`config.mk`:
```
export PLATFORM = sky130hd
export DESIGN_NAME = alu_acc_ctrl
export DESIGN_NICKNAME = d
export VERILOG_FILES = /design/src/rtl/alu_pkg.sv /design/src/rtl/alu.sv /design/src/rtl/alu_acc_ctrl.sv
export SDC_FILE = /design/constraint.sdc
export NUM_CORES = 1
export LEC_CHECK = 0
export CAP_MARGIN = 15
export CORE_MARGIN = 5
export CORE_UTILIZATION = 25
export DETAILED_ROUTE_END_ITERATION = 8
export HOLD_SLACK_MARGIN = 0.03
export SYNTH_ARGS = -nofsm -noshare
export SYNTH_HDL_FRONTEND = slang
export SYNTH_SLANG_ARGS = --single-unit
```
`constraint.sdc`:
```
create_clock -name clk -period 5.3 [get_ports clk]
set_input_delay 1.06 -clock clk [delete_from_list [all_inputs] [get_ports clk]]
set_output_delay 1.06 -clock clk [all_outputs]
set_load 0.02 [all_outputs]
```
`src/rtl/alu_pkg.sv`:
```
// rtl/alu_pkg.sv - shared width, opcode, alu select and FSM state definitions
package alu_pkg;

  localparam int WIDTH = 4;

  localparam logic [2:0] OP_ADD  = 3'b000;
  localparam logic [2:0] OP_SUB  = 3'b001;
  localparam logic [2:0] OP_AND  = 3'b010;
  localparam logic [2:0] OP_OR   = 3'b011;
  localparam logic [2:0] OP_LOAD = 3'b100;
  localparam logic [2:0] OP_CLR  = 3'b101;

  localparam logic [1:0] SEL_ADD = 2'b00;
  localparam logic [1:0] SEL_SUB = 2'b01;
  localparam logic [1:0] SEL_AND = 2'b10;
  localparam logic [1:0] SEL_OR  = 2'b11;

  typedef enum logic [1:0] {
    ST_IDLE = 2'd0,
    ST_EXEC = 2'd1,
    ST_RESP = 2'd2
  } state_e;

endpackage

```
`src/rtl/alu.sv`:
```
// rtl/alu.sv - 4-bit combinational alu: add, subtract with borrow, and, or
module alu
  import alu_pkg::*;
(
  input  logic [WIDTH-1:0] a,
  input  logic [WIDTH-1:0] b,
  input  logic [1:0]       sel,
  output logic [WIDTH-1:0] result,
  output logic             carry
);

  logic [WIDTH:0] sum;
  logic [WIDTH:0] diff;

  assign sum  = {1'b0, a} + {1'b0, b};
  // The extra bit of the subtraction is set exactly when a < b (borrow).
  assign diff = {1'b0, a} - {1'b0, b};

  always_comb begin
    result = '0;
    carry  = 1'b0;
    case (sel)
      SEL_ADD: {carry, result} = sum;
      SEL_SUB: {carry, result} = diff;
      SEL_AND: result = a & b;
      SEL_OR:  result = a | b;
      default: result = '0;
    endcase
  end

endmodule

```
`src/rtl/alu_acc_ctrl.sv`:
```
// rtl/alu_acc_ctrl.sv - accumulator sequencer around the alu with cmd/res valid-ready handshakes
module alu_acc_ctrl
  import alu_pkg::*;
#(
  parameter int WIDTH = alu_pkg::WIDTH
) (
  input  logic             clk,
  input  logic             rst_n,
  input  logic             cmd_valid,
  output logic             cmd_ready,
  input  logic [2:0]       cmd_op,
  input  logic [WIDTH-1:0] cmd_data,
  output logic             res_valid,
  input  logic             res_ready,
  output logic [WIDTH-1:0] res_data,
  output logic             res_carry,
  output logic             res_zero,
  output logic             res_err,
  output logic [WIDTH-1:0] acc_o
);

  state_e           state_q, state_d;
  logic [WIDTH-1:0] acc_q, acc_d;
  logic [WIDTH-1:0] opnd_q, opnd_d;
  logic [2:0]       op_q, op_d;
  logic [WIDTH-1:0] res_data_q, res_data_d;
  logic             res_carry_q, res_carry_d;
  logic             res_zero_q, res_zero_d;
  logic             res_err_q, res_err_d;
  logic             cmd_ready_q, cmd_ready_d;
  logic             res_valid_q, res_valid_d;

  logic [WIDTH-1:0] alu_result;
  logic             alu_carry;

  alu u_alu (
    .a      (acc_q),
    .b      (opnd_q),
    .sel    (op_q[1:0]),
    .result (alu_result),
    .carry  (alu_carry)
  );

  always_comb begin
    state_d     = state_q;
    acc_d       = acc_q;
    opnd_d      = opnd_q;
    op_d        = op_q;
    res_data_d  = res_data_q;
    res_carry_d = res_carry_q;
    res_zero_d  = res_zero_q;
    res_err_d   = res_err_q;
    case (state_q)
      ST_IDLE: begin
        if (cmd_valid) begin
          op_d    = cmd_op;
          opnd_d  = cmd_data;
          state_d = ST_EXEC;
        end
      end
      ST_EXEC: begin
        res_carry_d = 1'b0;
        res_err_d   = 1'b0;
        case (op_q)
          OP_ADD, OP_SUB: begin
            acc_d       = alu_result;
            res_carry_d = alu_carry;
          end
          OP_AND, OP_OR: acc_d = alu_result;
          OP_LOAD:       acc_d = opnd_q;
          OP_CLR:        acc_d = '0;
          default:       res_err_d = 1'b1;
        endcase
        res_data_d = acc_d;
        res_zero_d = (acc_d == '0);
        state_d    = ST_RESP;
      end
      ST_RESP: begin
        if (res_ready) state_d = ST_IDLE;
      end
      default: state_d = ST_IDLE;
    endcase
    // Handshake flags are registered alongside the state they decode.
    cmd_ready_d = (state_d == ST_IDLE);
    res_valid_d = (state_d == ST_RESP);
  end

  always_ff @(posedge clk or negedge rst_n) begin
    if (!rst_n) begin
      state_q     <= ST_IDLE;
      acc_q       <= '0;
      opnd_q      <= '0;
      op_q        <= '0;
      res_data_q  <= '0;
      res_carry_q <= 1'b0;
      res_zero_q  <= 1'b0;
      res_err_q   <= 1'b0;
      cmd_ready_q <= 1'b1;
      res_valid_q <= 1'b0;
    end else begin
      state_q     <= state_d;
      acc_q       <= acc_d;
      opnd_q      <= opnd_d;
      op_q        <= op_d;
      res_data_q  <= res_data_d;
      res_carry_q <= res_carry_d;
      res_zero_q  <= res_zero_d;
      res_err_q   <= res_err_d;
      cmd_ready_q <= cmd_ready_d;
      res_valid_q <= res_valid_d;
    end
  end

  assign cmd_ready = cmd_ready_q;
  assign res_valid = res_valid_q;
  assign res_data  = res_data_q;
  assign res_carry = res_carry_q;
  assign res_zero  = res_zero_q;
  assign res_err   = res_err_q;
  assign acc_o     = acc_q;

endmodule

```
# == Word level (Yosys, flattened, before mapping) ==
# Cells that the tools add are included.
# word_totals
register_bits,18
latchBits,0
mem_bits_rw,0
mem_bits_ro,0
in_bits,11
output_inout_bits,13
word_cells,42
mem_count,0
# op_classes
addsub,2
mul,0
div,0
magnitude_cmp,0
eq_ne,11
shift,0
n_mux,9
bitwise,2
n_reduce_logical,9
# op_table
operator,count
4-bit case mux with 4 select lines,1
4-bit case mux with 3 select lines,1
2-bit equality test (second input constant),4
3-bit by 2-bit equality test with 1-bit output (second input constant),2
3-bit equality test (second input constant),2
2-bit logical NOT,3
2-bit case mux with 3 select lines,1
6-bit OR reduction,1
4-bit by 4-bit adder with 5-bit output,1
4-bit by 4-bit subtractor with 5-bit output,1
4-bit bitwise AND,1
2-bit by 1-bit equality test with 1-bit output (second input constant),2
4-bit logical NOT,1
2-bit two-way mux,2
4-bit two-way mux,1
4-bit bitwise OR,1
4-bit OR reduction,1
3-bit by 1-bit equality test with 1-bit output (second input constant),1
3-bit logical NOT,1
1-bit two-way mux,2
1-bit case mux with 2 select lines,1
2-bit AND reduction,1
2-bit OR reduction,1

# == Longest topological paths before layout ==
# depth
ltp_word,5
mapped_depth,9
depth_no_buf,9

# == Cells and area by module ==
# From an unflattened synthesis, not the netlist that was laid out.
# hier_totals
hier_cells,126
area_unflattened_um2,1292.5
# by_module_without_submodules
module,instances,cells_per_inst,area_each_um2,seq_area_each_um2
alu_acc_ctrl,1,68,828.3,451.7
alu,1,58,464.2,0.0

# == Least setup slack after synthesis ==
# Ideal clock, no wire load.
# synth_timing
path_kind,reg2reg
from,"register, netlist name res_data[0]"
to,"register res_zero_q, in the netlist res_zero"
setup_time_ns,0.121
t_arrival_ns,2.165
required_ns,5.179
path_slack_ns,3.014
stages_incl_launch_ff,10
n_path_buf,0
period_less_slack_ns,2.286
path_cell_list,dfrtp_1 > inv_1 > ha_1 > inv_1 > fa_1 > inv_1 > mux4_2 > mux2i_1 > nor3b_2 > a22o_1
# synth_rtl
element,line,text
end signal: assignment,alu_acc_ctrl.sv:107,res_zero_q <= res_zero_d;
end: declaration,alu_acc_ctrl.sv:28,"logic res_zero_q, res_zero_d;"

==> results.sh <==
export IMPL_pre_cts_ws_ns=2.60
export IMPL_dp_cells=214
export IMPL_cap_viol_max_count=0
export IMPL_cts_buffers=3
export IMPL_diodes=0
export IMPL_wl_met2_mm=1.29
export IMPL_syn_inst=133
export IMPL_critPathKind="register to output pin"
export IMPL_synth_top_cell_by_area="dfrtp_1"
export IMPL_start_kind="register"
export IMPL_fin_util_pct=32.5
export IMPL_final_max_slew_violation_count=0
export IMPL_period_share_pct=46.4
export IMPL_multi_input_area_sq_um=693
export IMPL_firstDrtPassIters=4
export IMPL_synth_area_leaders="dfrtp_1 34%, ha_1 12%, inv_1 4.2%, nand2_1 4.2%, o21ai_0 3.6%"
export IMPL_drc=0
export IMPL_hold_viol_final=0
export IMPL_antenna_found_initial=0
export IMPL_grt_max_degree=19
export IMPL_die_y_um=81.0
export IMPL_r2r_start="res_data[0]$_DFFE_PN0N_"
export IMPL_cts_tree="yes"
export IMPL_drive_above_1_share_pct=9.27
export IMPL_avgViaCountPerCell=4.32
export IMPL_required_ns=4.24
export IMPL_slowest_delay_ns=0.66
export IMPL_grtUsageTotal_pct=8.70
export IMPL_crit_buf_inv=1
export IMPL_rsz0062_at_grt="false"
export IMPL_ant_nets=0
export IMPL_wire_per_inst_um=12.1
export IMPL_fin_area_sq_um=1570
export IMPL_synthArstFlopShare_pct=100
export IMPL_skew_ns=0.00137
export IMPL_cts_root_to_sink_buffers=2
export IMPL_finalSetupTns_ns=0
export IMPL_post_cts_buffers=0
export IMPL_cts_resized=0
export IMPL_setup_viol=0
export IMPL_grt_remaining_overflow=0
export IMPL_dieArea_sq_um=6550
export IMPL_fillCellCount=534
export IMPL_syn_avg_cell_area_sq_um=9.46
export IMPL_vdd_drop_max_uv=289
export IMPL_cp_startpoint="res_data[1]$_DFFE_PN0N_"
export IMPL_grt_pass1_wl_mm=4.53
export IMPL_hold_start="res_carry$_DFFE_PN0N_"
export IMPL_first_global_vias=960
export IMPL_top_layer_used="met4"
export IMPL_powerDensity_nw_per_um2=642
export IMPL_final_cells=218
export IMPL_cts_clk_slew_worst_paths_ns=0.07
export IMPL_fp_row_count=25
export IMPL_path_delay_family="buffers and inverters"
export IMPL_finalCriticalPeriod_ns=2.46
export IMPL_yosysSeqAreaShare_pct=35.9
export IMPL_core_sq_um=4820
export IMPL_dp_hpwl_mm=2.06
export IMPL_met3_length_um=64
export IMPL_wl_met1_mm=1.27
export IMPL_cp_slowest_cell="clkdlybuf4s50_1"
export IMPL_routed_wirelength_mm=2.63
export IMPL_postLayoutSetupSlackWorst_ns=2.84
export IMPL_holdCritPathClass="register to register"
export IMPL_critPathArrivalTime_ns=1.40
export IMPL_vias=941
export IMPL_holdBufCountCts=0
export IMPL_yosysUniqueCellTypes=40
export IMPL_h_tree_depth=1
export IMPL_io_buffers=23
export IMPL_status="completed"
export IMPL_synth_seq_cells=18
export IMPL_worst_path_max_fanout=7
export IMPL_slew_headroom_pct=42.8
export IMPL_yosysWarnings=0
export IMPL_start_util_pct=26.1
export IMPL_io_pins=24
export IMPL_total_power_mw=1.01
export IMPL_clock_latency_ns=0.25
export IMPL_syn_nets=158
export IMPL_initialDrtViolationCount=30
export IMPL_cp_end_kind="output pin"
export IMPL_placed_area_sq_um=1510
export IMPL_chipWidth_um=81.0
export IMPL_tightest_slew_ns=0.855
export IMPL_synth_edf_count=0
export IMPL_holdWs_ns=0.486
export IMPL_synth_top_flop_cell="dfrtp_1"
export IMPL_area_growth_pct=24.5
export IMPL_cts_sinks=18
export IMPL_worstPathCellList="clkdlybuf4s50_1"
export IMPL_root_buffer="clkbuf_8"
export IMPL_syn_area_sq_um=1260
export IMPL_gp_congestion=0.801
export IMPL_nNetsFinal=177
export IMPL_final_seq_area_sq_um=452
export IMPL_synth_top_cell_area_share_pct=33.8
export IMPL_leakage_nw=0.678
export IMPL_timing_fmax_ghz=0.406
==> cells in the mapped netlist, drive strengths merged, types with 2 or more instances <==
library cell   n
dfrtp         17
inv           14
nand2         14
o21ai         13
ha            12
nor2           9
buf            7
a21oi          6
mux2i          4
nand2b         3
nor3b          3
or2            3
a22oi          2
clkbuf         2
fa             2
mux2           2
nor2b          2
==> path summary, 6_finish.rpt <==
kind,end,slack [ns],cells past startpoint
hold reg to reg,res_carry$_DFFE_PN0N_,0.49,2
min in group asynchronous,res_data[0]$_DFFE_PN0N_,1.30,1
hold / removal,res_carry$_DFFE_PN0N_,0.49,2
max in group asynchronous,res_zero$_DFFE_PN0N_,3.48,1
setup / recovery,acc_o[1],2.84,1
setup reg to reg,res_zero$_DFFE_PN0N_,2.90,9
==> layer usage <==
layer  GRT usage (%)  up-vias
li1                -      489
met1            11.3      438
met2            14.9       12
met3            1.33        2
met4            2.53        0
met5               0        -
==> where the power goes <==
group,leakage (nW),switching [mW],internal [mW],total (mW)
registers,0.223,0.0972,0.202,0.299
clock network,0.0288,0.0456,0.0659,0.112
logic,0.426,0.307,0.288,0.596
==> cells by family (layout without fill, tap and decap cells) <==
family	after synthesis	after routing	share of synthesized area [%]
mux	7	7	6.76
simple gates	37	37	14.9
buf+inv	23	41	9.05
compound gates	33	33	17.6
flops	18	18	35.9
xor+xnor	1	1	0.696
fa+ha+maj	14	14	15.1
==> area by class of cell <==
cell class	count	area share, %
inverters	14	3.35
clock buffers	4	3.51
repair buffers	23	14.7
flip-flops and latches	18	28.8
well taps	67	5.35
multi-input cells	92	44.2
==> cell usage in the layout (no fill, tap or decap), types with 2 or more instances in the layout <==
cell / count
clkdlybuf4s50_1: 23
dfrtp_1: 17
inv_1: 14
nand2_1: 14
ha_1: 12
nor2_1: 9
o21ai_0: 9
a21oi_1: 6
mux2i_1: 4
o21ai_1: 4
clkbuf_8: 4
nand2b_1: 3
nor3b_2: 2
or2_2: 2
a22oi_1: 2
nor2b_1: 2
mux2_2: 2
fa_1: 2
==> registers in the layout, indices dropped and copies added, names as in the netlist <==
name	count
cmd_ready	1
op_q	3
opnd_q	4
res_carry	1
res_data	4
res_err	1
res_valid	1
res_zero	1
state_q	2
Note: power is estimated with default switching activity, not from simulation.
